==> src/rtl/matrix_key_scanner.sv <==
`default_nettype none
// ============================================================================
// Module   : matrix_key_scanner
// Brief    : 5x4 key matrix scanner with frame-based press/release debounce.
// Revision : 1.0  initial release
// ============================================================================
module matrix_key_scanner #(
    parameter int SCAN_DIV = 16,
    parameter int DEBOUNCE = 4
) (
    input  logic       clk,
    input  logic       clrn,
    output logic [4:0] key_drive,
    input  logic [3:0] key_sense,
    output logic [4:0] key_code,
    output logic       ready
);

    typedef enum logic [1:0] {
        IDLE     = 2'd0,
        PRESS_DB = 2'd1,
        HELD     = 2'd2,
        REL_DB   = 2'd3
    } state_t;

    localparam logic [7:0] c_dwell_last = 8'(SCAN_DIV - 1);
    localparam logic [3:0] c_debounce   = 4'(DEBOUNCE);

    state_t     r_state;
    logic [7:0] r_dwell;
    logic [2:0] r_line;
    logic       r_frame_hit;
    logic [4:0] r_frame_code;
    logic [4:0] r_pend_code;
    logic [3:0] r_stab_cnt;
    logic [3:0] r_rel_cnt;

    logic       w_sample;
    logic       w_frame_end;
    logic       w_line_hit;
    logic [1:0] w_sense_idx;
    logic [4:0] w_line_code;
    logic       w_hit;
    logic [4:0] w_code;
    logic [2:0] w_next_line;
    logic [3:0] w_stab_inc;
    logic [3:0] w_rel_inc;

    assign w_sample    = (r_dwell == c_dwell_last);
    assign w_frame_end = w_sample && (r_line == 3'd4);
    assign w_line_hit  = (key_sense != 4'hF);
    assign w_line_code = {r_line, w_sense_idx};
    assign w_next_line = (r_line == 3'd4) ? 3'd0 : r_line + 3'd1;
    assign w_stab_inc  = (r_stab_cnt == 4'hF) ? r_stab_cnt : r_stab_cnt + 4'd1;
    assign w_rel_inc   = (r_rel_cnt == 4'hF) ? r_rel_cnt : r_rel_cnt + 4'd1;

    // Frame result includes line 4, which is sampled in the evaluating cycle.
    assign w_hit  = r_frame_hit | w_line_hit;
    assign w_code = r_frame_hit ? r_frame_code : w_line_code;

    always_comb begin
        w_sense_idx = 2'd3;
        if (!key_sense[0])      w_sense_idx = 2'd0;
        else if (!key_sense[1]) w_sense_idx = 2'd1;
        else if (!key_sense[2]) w_sense_idx = 2'd2;
    end

    always_ff @(posedge clk or negedge clrn) begin
        if (!clrn) begin
            r_state      <= IDLE;
            r_dwell      <= 8'd0;
            r_line       <= 3'd0;
            r_frame_hit  <= 1'b0;
            r_frame_code <= 5'd0;
            r_pend_code  <= 5'd0;
            r_stab_cnt   <= 4'd0;
            r_rel_cnt    <= 4'd0;
            key_drive    <= 5'b11110;
            key_code     <= 5'd0;
            ready        <= 1'b0;
        end else begin
            if (w_sample) begin
                r_dwell   <= 8'd0;
                r_line    <= w_next_line;
                key_drive <= ~(5'd1 << w_next_line);
            end else begin
                r_dwell <= r_dwell + 8'd1;
            end

            if (w_sample && !w_frame_end && w_line_hit && !r_frame_hit) begin
                r_frame_hit  <= 1'b1;
                r_frame_code <= w_line_code;
            end

            if (w_frame_end) begin
                r_frame_hit <= 1'b0;
                case (r_state)
                    IDLE: begin
                        if (w_hit) begin
                            r_pend_code <= w_code;
                            r_stab_cnt  <= 4'd1;
                            if (c_debounce == 4'd1) begin
                                r_state  <= HELD;
                                key_code <= w_code;
                                ready    <= 1'b1;
                            end else begin
                                r_state <= PRESS_DB;
                            end
                        end
                    end
                    PRESS_DB: begin
                        if (!w_hit) begin
                            r_state    <= IDLE;
                            r_stab_cnt <= 4'd0;
                        end else if (w_code == r_pend_code) begin
                            r_stab_cnt <= w_stab_inc;
                            if (w_stab_inc >= c_debounce) begin
                                r_state  <= HELD;
                                key_code <= r_pend_code;
                                ready    <= 1'b1;
                            end
                        end else begin
                            r_pend_code <= w_code;
                            r_stab_cnt  <= 4'd1;
                        end
                    end
                    HELD: begin
                        if (!w_hit) begin
                            r_rel_cnt <= 4'd1;
                            if (c_debounce == 4'd1) begin
                                r_state <= IDLE;
                                ready   <= 1'b0;
                            end else begin
                                r_state <= REL_DB;
                            end
                        end
                    end
                    REL_DB: begin
                        if (!w_hit) begin
                            r_rel_cnt <= w_rel_inc;
                            if (w_rel_inc >= c_debounce) begin
                                r_state <= IDLE;
                                ready   <= 1'b0;
                            end
                        end else begin
                            r_state <= HELD;
                        end
                    end
                    default: r_state <= IDLE;
                endcase
            end
        end
    end

endmodule
`default_nettype wire

==> config.mk <==
export PLATFORM = sky130hd
export DESIGN_NAME = matrix_key_scanner
export DESIGN_NICKNAME = d
export VERILOG_FILES = /design/src/rtl/matrix_key_scanner.sv
export SDC_FILE = /design/constraint.sdc
export NUM_CORES = 1
export LEC_CHECK = 0
export ABC_AREA = 1
export CORE_MARGIN = 10
export CORE_UTILIZATION = 30
export DETAILED_ROUTE_END_ITERATION = 10
export GPL_TIMING_DRIVEN = 0
export HOLD_SLACK_MARGIN = 0.02
export PLACE_DENSITY = 0.55
export SYNTH_ARGS = -nofsm -noshare
export SYNTH_HDL_FRONTEND = slang
export SYNTH_SLANG_ARGS = --single-unit
==> constraint.sdc <==
create_clock -name clk -period 2.06 [get_ports clk]
set_input_delay 0.309 -clock clk [delete_from_list [all_inputs] [get_ports clk]]
set_output_delay 0.309 -clock clk [all_outputs]
set_load 0.01 [all_outputs]
Word-level counts from Yosys, hierarchy flattened
Cells that the tools add are included.
W data, S select, Z words.
{"block": "word_totals", "reg_bits": 43, "input_bits": 6, "output_inout_bits": 11, "wordCells": 92}
{"block": "op_classes", "add_sub_neg": 4, "n_lt_le_gt_ge": 2, "n_eq_ne": 20, "shift": 1, "muxes": 35, "bitwise_logic": 2, "reduce_logical": 17}
{"op": "$mux W4", "count": 7}
{"op": "$mux W5", "count": 4}
{"op": "$mux W2", "count": 9}
{"op": "$ne A2 B2 Y1 const B", "count": 8}
{"op": "$pmux W4 S2", "count": 2}
{"op": "$pmux W5 S2", "count": 1}
{"op": "$reduce_and A5 Y1", "count": 2}
{"op": "$ne A3 B3 Y1 const B", "count": 3}
{"op": "$add A4 B1 Y4 const B", "count": 2}
{"op": "$add A8 B1 Y8 const B", "count": 1}
{"op": "$eq A4 B4 Y1 const B", "count": 2}
{"op": "$eq A8 B4 Y1 const B", "count": 1}
{"op": "$ge A4 B3 Y1 const B", "count": 2}
{"op": "$mux W1", "count": 8}
{"op": "$mux W8", "count": 1}
{"op": "$pmux W2 S4", "count": 1}
{"op": "$reduce_bool A2 Y1", "count": 4}
{"op": "$reduce_and A7 Y1", "count": 1}
{"op": "$reduce_and A6 Y1", "count": 1}
{"op": "$eq A5 B5 Y1", "count": 1}
{"op": "$not A5 Y5", "count": 1}
{"op": "$shl A1 B3 Y5 const A", "count": 1}
{"op": "$eq A2 B2 Y1 const B", "count": 2}
{"op": "$logic_and A1 B1 Y1", "count": 4}
{"op": "other kinds (11)", "count": 12}

Depth between registers and ports, before layout
{"block": "depth", "ltp_word": 8, "ltp_mapped": 14}

Worst setup path after synthesis
OpenSTA, ideal clock, no wires.
{"block": "synth_timing", "path_kind": "reg-to-reg", "from": "reg r_dwell[0]", "to": "reg with a tool-made name", "setup_ps": 117, "arrival_ps": 1451, "t_required_ps": 1943, "setup_slack_ps": 492, "stages_incl_launch_ff": 13, "synth_period_minus_slack_ps": 1568, "path_cell_list": "dfrtp_1 > ha_1 > nand2_1 > inv_2 > nand2_2 > nor2_4 > nand2_4 > clkinv_2 > o31ai_4 > a21oi_2 > nand3_1 > nand2_1 > nand2_1"}
{"element": "start: declaration", "line": "30", "text": "logic [7:0] r_dwell;"}
{"element": "start signal: assignment", "line": "87", "text": "r_dwell <= r_dwell + 8'd1;"}

==> summary.md <==
| Metric | Value |
|---|---|
| Most used cell, CP | nand2_1 |
| Max FO, Critical Path | 5 |
| Die ar. | ~12000 µm² |
| # fillers | approximately 860 |
| CTS tree | done |
| Setup ws final | around 0.26 ns |
| Hold buffer count at cts | 1 |
| Placed Area | ~2800 µm² |
| DRC | 0 |
| Period Utilization, post-route | around 87% |
| WP data required | between 2 and 2.5 ns |
| Buffers and inverters on the worst path | 3 |
| Largest cells by area after synthesis | dfrtp_1 (40%), nand2_1 (11%), inv_1 (6.1%) |
| Final Cell Area | 2858 µm² |
| Tot Pwr | 1446 µW |
| P_leak | approximately 0.0014 µW |
| Combinational Power Share | around 2.6% |
| RSZ-0062 raised after global routing | no |
| Syn Nets | approximately 320 |
| WL final | 4845 µm |
| Period minus WS final | about 1.8 ns |
| Internal power | roughly 1100 µW |
| CTS buffer count | 5 |
| Worst slack, placed | -0.008989 ns |
| Initial antenna violation count | 0 |
| Post-synth EDFFs | 0 |
| # diodes | 0 |
| CP Launch Type | flop |
| Clock power share | 39.1% |
| Top cell type's share of synthesized area | between 30% and 40% |
| Fmax | 0.5564 GHz |
| IO Pins | 17 |
| Final Hold Fails | 0 |
| Final non-filler cell total | roughly 430 |
| Port bufs | 16 |
| Sequential fraction of design power | 58.4% |
| GPL Wtd Cong | ~0.76 |
| CP endpoint kind | flop |
| Worst-path clk slew | ~0.08 ns |
| P&R area growth vs syn | 16.47% |
| CP max-delay cell | dfrtp_1 |
| Total grt overflow | 0 |
| Switching power share of the total | between 20% and 30% |
| Syn Inst Count | between 300 and 400 |
| Slew Limit Fails | 0 |
| Setup TNS Final | 0 ns |
| Distinct cells, synth | 38 |
| H-tree Lvls | 2 |
| Slew HR | roughly 73% |
| CP top delay family | flip-flops |
| Maximum clock insertion buffer count | 2 |
| Pin count of the biggest net entering global routing | 31 |
| Post-route ant nets | 0 |
| Vias in the first global route | around 1800 |
| DR pass1 iterations | 7 |
| Buffers inserted by post-CTS timing repair | 0 |
| Syn Std Cell Area | ~2500 µm² |
| Die W | between 100 and 150 µm |
| Clk root buf | clkbuf_8 |
| Yosys top cell by area | dfrtp_1 |
| Share of layout cells above drive strength 1 | about 15% |
| Starting DRT DRC Count | 70 |
| Drt wl/cell | about 11 µm |
| Asr flop ratio synth | between 90% and 100% |
| Endpoints failing setup | 0 |
| Psw | 317.2 µW |
| Synth Warn # | 0 |
| Via Count | around 1900 |
| CP Data Arrival Time | between 1.5 and 2 ns |
| Max incr delay on CP | ~0.45 ns |
| Slew @ Worst Pin | roughly 0.4 ns |
| Row Count | 32 |
| Critical path type | reg -> reg |
| Critical path, cell by cell | inv_1 > ha_1 > nand2_1 > inv_1 > nand2_4 > clkinv_2 > o31ai_4 > a21oi_2 > nand3_1 > nand2_1 > nand2_1 |
| Synth Flop Type | dfrtp_1 |
| Setup Skew | ~0.012 ns |
| Placed Cells | 422 |
| FF+latch count, synth | 43 |
| Top cells by count, synth | nand2_1 (74), inv_1 (40), dfrtp_1 (39) |
| Clk_lat worst skew | about 0.30 ns |
| Worst vdd rail ir drop | ~0.00027 V |
| Most common cell in the synthesized netlist | nand2_1 |
| DP Wirelength | approximately 3700 µm |
| Clk sink count | 43 |
| Placeable Area | ~7800 µm² |
| First-pass GRT wire length | around 8500 µm |
| Max-cap violation count | 0 |
| Chip height | ~110 µm |
| Min-Delay Path Class | in -> async |
| Status | completed |
| Pwr Density | between 500 and 600 nW/µm² |
| Vias per cell | about 4.4 |
| Syn avg cell area | between 8 and 9 µm² |
| Fin nets | about 340 |
| CTS-repair resized insts | 0 |
| Initial Utilization | between 30% and 40% |
| Total Routing Usage GR | just over 8% |
| Sequential area share after synthesis | ~44% |
[flip-flops by register name, summed over array words and instances, names as in the netlist, 3 cells and up, named ones only]
name          count
r_dwell           8
r_pend_code       5
r_line            3
key_code          5
r_rel_cnt         4
r_stab_cnt        4
key_drive         5
r_frame_code      5
[per-stage QoR]
stage	hold slack (ns)	util [%]
after floorplan	0.01341	-
after global routing	0.4952	36.42
after global placement	0.4501	34.93
after CTS	0.4438	36.42
after detailed placement	0.2370	35.12
final	0.4411	36.42
[routing by layer]
layer | up-vias | part of all wire (%) | track usage, %
met1 | 858 | 50 | 9.914
met3 | 5 | 4.1 | 2.485
met5 | - | 0 | 0
li1 | 1020 | - | -
met2 | 22 | 44 | 12.56
met4 | 0 | 1.8 | 3.800
[worst paths after layout]
check / from / end / slack, ns / depth (start not counted)
worst max register to register: r_line[0] / flop / 0.26 / 11
worst max-delay path: r_line[0] / flop / 0.26 / 11
max in group asynchronous: clrn / key_drive[1] / 1.08 / 3
min in group clk: r_dwell[0] / r_dwell[0] / 0.47 / 1
worst min-delay path: clrn / r_stab_cnt[2] / 0.44 / 2
worst min register to register: r_dwell[0] / r_dwell[0] / 0.47 / 1
[power groups by stage]
stage / clock network [µW] / logic [µW] / registers (µW)
after floorplan: 0 / 4.10 / 860
after global placement: 0 / 34.5 / 860
after detailed placement: 0 / 37.7 / 860
after CTS: 599 / 39.3 / 844
after global routing: 624 / 43.1 / 844
final: 565 / 37.2 / 844
[cells in the final DEF, fill, tap and decap left out, types with 2 or more instances in the layout]
master,count
a21oi_1,12
a31oi_1,3
buf_2,3
clkbuf_1,3
clkbuf_8,6
clkdlybuf4s50_1,15
clkinv_2,2
dfrtp_1,39
dfstp_2,4
ha_1,7
inv_1,40
inv_2,3
nand2_1,74
nand2_2,6
nand2_4,3
nand3_1,17
nand3_2,3
nand4_1,5
nor2_1,28
nor2_4,3
nor3_1,3
nor3_2,4
o21ai_0,14
o21ai_1,10
xnor2_1,2
xor2_1,4
[cells by family (layout without fill, tap and decap cells)]
logic type	after synthesis	after routing	synth area share (%)
AOI/OAI and AO/OA	44	44	10.61
xor gates and xnor gates	6	6	2.142
adders and majority gates	7	7	3.569
buffers and inverters	50	76	8.414
DFF	43	43	44.06
muxes	1	1	0.4080
and+or+nand+nor	152	152	30.80
[area by class of cell]
cell class              count  area [µm²]  share of cell area (%)
inverters                  45       177.7                   6.217
well taps                 102       127.6                   4.466
repair buffers             18       185.2                   6.480
plain buffers               5       28.78                   1.007
clock buffers               7       86.33                   3.021
multi-input cells         210        1166                   40.81
flip-flops and latches     43        1081                   37.83
clock inverters             1       5.005                  0.1751
Power figures use the tool's default switching activity.
